[src/rtl/mh_acceptance_unit.sv]
// mh_acceptance_unit: Metropolis-Hastings accept/reject stage (ports: valid/ready energy pair in, rnd_enable/rnd sample handshake, done/accept out; MH_ACCEPT_STATS_EN adds accept/reject counters)
module mh_acceptance_unit #(
  parameter int ENERGY_WIDTH = 8,
  parameter int RND_WIDTH = 8,
  parameter int TEMP_SHIFT = 0,
  parameter int MAX_RETRY = 3,
  parameter int COUNT_WIDTH = 16
) (
  input  logic                    in_clock,
  input  logic                    in_reset,
  input  logic                    in_valid,
  output logic                    out_ready,
  input  logic [ENERGY_WIDTH-1:0] in_energy_cur,
  input  logic [ENERGY_WIDTH-1:0] in_energy_prop,
  output logic                    out_rnd_enable,
  input  logic [RND_WIDTH-1:0]    in_rnd,
  output logic                    out_done,
  output logic                    out_accept
`ifdef MH_ACCEPT_STATS_EN
  ,
  output logic [COUNT_WIDTH-1:0]  out_accept_count,
  output logic [COUNT_WIDTH-1:0]  out_reject_count
`endif
);
  localparam int RW = $clog2(MAX_RETRY + 2);
  typedef enum logic [1:0] {IDLE, REQ, WAIT, DONE} state_t;
  state_t state, state_n;
  logic [RW-1:0] retry, retry_n;
  logic [7:0] thresh, thresh_n, t;
  logic accept_n, de_pos, rnd_neg;
  logic signed [ENERGY_WIDTH:0] de;
  logic [ENERGY_WIDTH:0] k;
  assign de = $signed({1'b0, in_energy_prop}) - $signed({1'b0, in_energy_cur});
  assign de_pos = !de[ENERGY_WIDTH] && (de != '0);
  assign k = $unsigned(de) >> TEMP_SHIFT;
  assign t = (k >= (ENERGY_WIDTH + 1)'(8)) ? 8'd0 : 8'd128 >> k[2:0];
  assign rnd_neg = in_rnd[RND_WIDTH-1];
  assign out_ready = (state == IDLE) && !in_reset;
  assign out_rnd_enable = state == REQ;
  assign out_done = state == DONE;
  always_comb begin
    state_n = state;
    retry_n = retry;
    thresh_n = thresh;
    accept_n = out_accept;
    case (state)
      IDLE: if (in_valid && out_ready) begin
        thresh_n = t;
        state_n = de_pos ? REQ : DONE;
        accept_n = de_pos ? out_accept : 1'b1;
      end
      REQ: state_n = WAIT;
      WAIT: if (rnd_neg && retry < RW'(MAX_RETRY)) begin
        retry_n = retry + 1'b1;
        state_n = REQ;
      end else begin
        accept_n = !rnd_neg && ({1'b0, in_rnd[6:0]} < thresh);
        state_n = DONE;
      end
      DONE: begin
        retry_n = '0;
        state_n = IDLE;
      end
      default: state_n = IDLE;
    endcase
  end
  always_ff @(posedge in_clock) begin
    if (in_reset) begin
      state <= IDLE;
      retry <= '0;
      thresh <= '0;
      out_accept <= 1'b0;
    end else begin
      state <= state_n;
      retry <= retry_n;
      thresh <= thresh_n;
      out_accept <= accept_n;
    end
  end
`ifdef MH_ACCEPT_STATS_EN
  always_ff @(posedge in_clock) begin
    if (in_reset) begin
      out_accept_count <= '0;
      out_reject_count <= '0;
    end else if (out_done) begin
      if (out_accept && out_accept_count != '1) out_accept_count <= out_accept_count + 1'b1;
      if (!out_accept && out_reject_count != '1) out_reject_count <= out_reject_count + 1'b1;
    end
  end
`endif
endmodule
[config.mk]
export PLATFORM = sky130hd
export DESIGN_NAME = mh_acceptance_unit
export DESIGN_NICKNAME = d
export VERILOG_FILES = /design/src/rtl/mh_acceptance_unit.sv
export SDC_FILE = /design/constraint.sdc
export NUM_CORES = 1
export LEC_CHECK = 0
export ABC_AREA = 1
export CAP_MARGIN = 20
export CORE_ASPECT_RATIO = 1.4
export CORE_MARGIN = 2
export CORE_UTILIZATION = 25
export CTS_CLUSTER_DIAMETER = 120
export DETAILED_ROUTE_END_ITERATION = 8
export PLACE_DENSITY = 0.49
export SLEW_MARGIN = 20
export SYNTH_ARGS = -nofsm -noshare
export SYNTH_HDL_FRONTEND = slang
export SYNTH_SLANG_ARGS = --single-unit
[constraint.sdc]
create_clock -name in_clock -period 2.52 [get_ports in_clock]
set_clock_uncertainty 0.15 [all_clocks]
set_input_delay 0.504 -clock in_clock [delete_from_list [all_inputs] [get_ports in_clock]]
set_output_delay 0.504 -clock in_clock [all_outputs]
set_load 0.05 [all_outputs]
; ---- Word-level counts from Yosys, hierarchy flattened
; Index checks and enable logic that the tools add are counted.
; Widths: inputs -> output; s select.
[word_totals]
inputBits = 27
reg_bits = 14
word_cells = 43
output_inout_bits = 4
[classes]
n_eq_ne = 7
add_sub_neg = 2
n_lt_le_gt_ge = 3
n_reduce_logical = 15
shift = 1
muxes = 11
[ops]
columns = op, n
row1 = $ge 9x4->1 const B, 1
row2 = $reduce_bool 9->1, 1
row3 = $sub 8x8->9, 1
row4 = $lt 7x8->1, 1
row5 = $mux 8, 1
row6 = $pmux 2 s4, 1
row7 = $shr 8x3->8 const A, 1
row8 = $mux 2, 3
row9 = $ne 2x2->1 const B, 3
row10 = $pmux 3 s2, 1
row11 = $logic_and 1x1->1, 5
row12 = $eq 2x2->1 const B, 2
row13 = $reduce_and 2->1, 2
row14 = $reduce_and 4->1, 1
row15 = $reduce_bool 2->1, 2
row16 = $add 3x1->3 const B, 1
row17 = $logic_not 1->1, 3
row18 = $lt 3x2->1 const B, 1
row19 = $mux 1, 3
row20 = $mux 3, 1
row21 = $eq 2x1->1 const B, 1
row22 = $logic_not 2->1, 1
row23 = $ne 2x1->1 const B, 1
row24 = $pmux 1 s2, 1

; ---- Depth between registers and ports, before layout
[logic_depth]
depth_word = 6
mapped_depth = 17
ltp_nobuf = 17

; ---- Worst setup path before layout
; OpenSTA, ideal clock, no wires.
[synth_path]
kind = in2reg
startpoint = input port in_energy_prop[0]
endpoint = register thresh[0]
slack_ns = 0.279
setup_ns = 0.069
path_stages = 11
t_arrival_ns = 2.022
path_buffers = 0
t_required_ns = 2.301
cell_sequence = inv_1 -> ha_1 -> inv_1 -> fa_1 -> nand2_1 -> nand2_1 -> nand2_1 -> xnor2_1 -> nor4_4 -> nand3_1 -> o21ai_1
[synth_via]
elab_chain_cells = 3
elab_cells_between_ends = 4
classes_between = add/sub (1) / order compare (1) / shift (1) / mux (1)
[synth_rtl]
columns = element, line_no
row1 = start: declaration, 14  ; input logic [ENERGY_WIDTH-1:0] in_energy_prop,
row2 = $sub 8x8->9 (*), 33  ; assign de = $signed({1'b0, in_energy_prop}) - $signed({1'b0, in_energy_cur});
row3 = $ge 9x4->1 / $shr 8x3->8 (equally long branches), 36  ; assign t = (k >= (ENERGY_WIDTH + 1)'(8)) ? 8'd0 : 8'd128 >> k[2:0];
row4 = $mux 8 (*), 36
row5 = end signal: assignment, 76  ; thresh <= thresh_n;
row6 = end: declaration, 29  ; logic [7:0] thresh, thresh_n, t;
; Mark *: on every way between the ends. The rest lies on a longest branch, timed or not.
; A chain may end at the register's enable or synchronous reset.

; ---- Worst setup path in the final report
[layout_path]
startpoint = input port in_energy_cur[2]
endpoint = register thresh[1]
[layout_via]
elab_chain_cells = 3
elab_cells_between_ends = 4
classes_between = add/sub (1) / order compare (1) / shift (1) / mux (1)
[layout_rtl]
columns = element, line_no
row1 = start: declaration, 13  ; input logic [ENERGY_WIDTH-1:0] in_energy_cur,
row2 = $sub 8x8->9 (*), 33
row3 = $ge 9x4->1 / $shr 8x3->8 (equally long branches), 36
row4 = $mux 8 (*), 36
; Marked as above.

==> impl_metrics.ini <==
[worst_hold_path]
holdPathEnd = thresh[6]$_SDFFE_PP0P_
hold_class = flip-flop to flip-flop
hold_depth = 2
hp-start = thresh[6]$_SDFFE_PP0P_

[global_route]
grt_max_degree = 13
grt_pass1_wl_mm = 4.774
antenna_found_initial = 0
grtUsageTotal_pct = 10.73
first_global_vias = 1263
overflow = 0

[timing]
worst_slew_pin_slew_ps = 491.7
setup_violations = 0
hold_viol = 0
fmax_ghz = 0.4215
maxSlewViolCount = 0
final.setup.tns_ps = 0
finalCritPeriodShare_pct = 94.14
rsz0062_at_grt = true
finalCriticalPeriod_ps = 2372
final.setup.worst_slack_ps = 147.7
whs_ps = 316.4
slew_headroom_pct = 67.12

[cells_and_area]
n_fill_cell = 512
final_common_cell = nand2_1
finalInstanceArea_mm2 = 0.001948
drive_gt1_share_pct = 24.90
antennaDiodeCount = 0
syn_to_final_growth_pct = 59.53
layout_common_cells = nand2_1, inv_1, clkdlybuf4s50_1, nand3_1, buf_4
layout.nets = 286
final_util_pct = 40.87
fin_cells = 305

[logic_synthesis]
synth_seq_cells = 14
syn-num-nets = 234
synthCells = 190
yosysUniqueCellTypes = 23
avgSynthCellArea_um2 = 6.427
synth_warnings = 0
yosysSeqAreaShare_pct = 22.95
syn_area_mm2 = 0.001221

[place]
io_buffer_count = 30
placed_cell_area_mm2 = 0.001744
place.gp.congestion = 0.7931
dp.cells = 299
hpwl_mm = 2.274
place_ws_ps = -325.3

[drt]
firstDrtPassIters = 4
wirelength_mm = 2.724
viasPerCell = 4.292
drt_iter0_drc = 24
vias = 1309
drcViolationCount = 0
ant_nets = 0
post_drt_wl_per_cell_um = 8.931

[critical_path]
reg2reg_from = thresh[5]$_SDFFE_PP0P_
crit_path_cell_trace = clkdlybuf4s50_1 > inv_2 > ha_4 > a21oi_2 > nand2_1 > nand2_1 > nand2_1 > nand2_1 > nand2_2 > nor4_4 > nand3_1 > o21ai_1
rr_worst_depth = 9
crit_type = primary input to flip-flop
startpoint_type = primary input
timing.rr.end = out_accept$_SDFFE_PP0P_
crit_family = simple AND/OR/NAND/NOR gates
cp_max_fo = 6
crit_required_ps = 2550
path_buf_inv = 2
ff2ff_setup_slack_ps = 900
max_stage_delay_ps = 470
cp.arrival_ps = 2400
crit_path_end_kind = flip-flop
slowest_stage = clkdlybuf4s50_1
crit_top_cell = nand2_1

[die]
die_width_um = 63.07
initial_core_util_pct = 25.62
die_h_um = 86.70
io_pins = 31
rows = 30
core-area_mm2 = 0.004767
die_area_mm2 = 0.005468

[clocking]
root_buffer = clkbuf_8
clock_path_buffers = 2
cts_buffers = 3
clock_sinks = 14
cts_tree = built
path_clk_slew_ps = 60
insertion_delay_ps = 240
htree_levels = 1

[power]
power.density_mw_per_mm2 = 457.2
ir_drop_v = 0.0001254
p_total_mw = 0.8907
leakagePower_nw = 0.9351

[run_status]
status = finished clean

[job]
max-cap-violations = 0
## cells by family after synthesis
family / count (synthesis) / synth area share [%]
AND/OR/NAND/NOR: 94 / 34.73
buffers and inverters: 39 / 11.99
AO/OA/AOI/OAI: 23 / 10.14
adder cells (fa/ha/maj): 17 / 18.03
flip-flops: 14 / 22.95
XOR/XNOR: 3 / 2.152
## how the worst max path moves through the flow
stage	startpoint	endpoint	slack, ps	cells past startpoint
2_1_floorplan	in_energy_prop[0]	thresh[0]$_SDFFE_PP0P_	280	11
3_3_place_gp	in_energy_cur[0]	thresh[1]$_SDFFE_PP0P_	-290	13
3_5_place_dp	in_energy_cur[0]	thresh[5]$_SDFFE_PP0P_	-330	13
4_1_cts	in_energy_cur[3]	thresh[5]$_SDFFE_PP0P_	20	11
5_1_grt	in_energy_cur[2]	thresh[1]$_SDFFE_PP0P_	-10	12
6_report	in_energy_cur[2]	thresh[1]$_SDFFE_PP0P_	150	12
## layout make-up
| class | count | area, um2 | share of cell area [%] |
|---|---|---|---|
| Inverter | 37 | 138.9 | 7.129 |
| Tap cell | 64 | 80.08 | 4.110 |
| Sequential cell | 14 | 280.3 | 14.39 |
| Clock buffer | 4 | 55.05 | 2.826 |
| Timing Repair Buffer | 49 | 476.7 | 24.47 |
| Multi-Input combinational cell | 137 | 917.1 | 47.08 |
## cells in the mapped netlist
library cell	n	area, um2
nor4_4	1	21.27
or2_1	1	6.260
nor3_2	1	10.01
nor3b_1	1	7.510
nand3b_1	1	7.510
o21bai_2	1	11.26
nand2_1	48	180.2
inv_1	34	127.6
nand4_1	4	25.02
inv_2	3	11.26
clkbuf_1	2	7.510
ha_1	16	200.2
fa_1	1	20.02
o21ai_0	3	15.01
a21oi_1	12	60.06
dfxtp_1	14	280.3
xor2_1	1	8.760
nand3_1	19	95.09
xnor2_1	2	17.52
nor2_1	15	56.30
nor3_1	3	15.01
o21ai_1	6	30.03
o31ai_1	1	7.510
## where the power goes
part | internal [mW] | switching [mW]
logic | 0.200 | 0.226
clock network | 0.138 | 0.0780
registers | 0.236 | 0.0133
## flip-flops by register name (all words and copies together) (netlist names)
register / cells
thresh: 8
out_accept: 1
state: 2
retry: 3
## worst min-delay path: stages (launching register included)
cell and delay (ps):
dfxtp_1 310, nand3_1 70, nand2_1 40
## repair_timing
item,CTS,global route
hold buffers,0,0
gates resized for setup,6,34
pin swaps,9,22
setup endpoints to repair,8,10
setup buffers,1,1
## layer usage
metal | up-vias | routed length, um | track usage, % | share of wire [%]
met1 | 561 | 1151 | 10.95 | 42
met4 | 0 | 97 | 6.667 | 3.6
li1 | 709 | - | - | -
met2 | 30 | 1396 | 20.70 | 51
met3 | 9 | 78 | 1.039 | 2.9
met5 | - | 0 | 0 | 0
No activity file was read; power rests on OpenSTA's default activity.
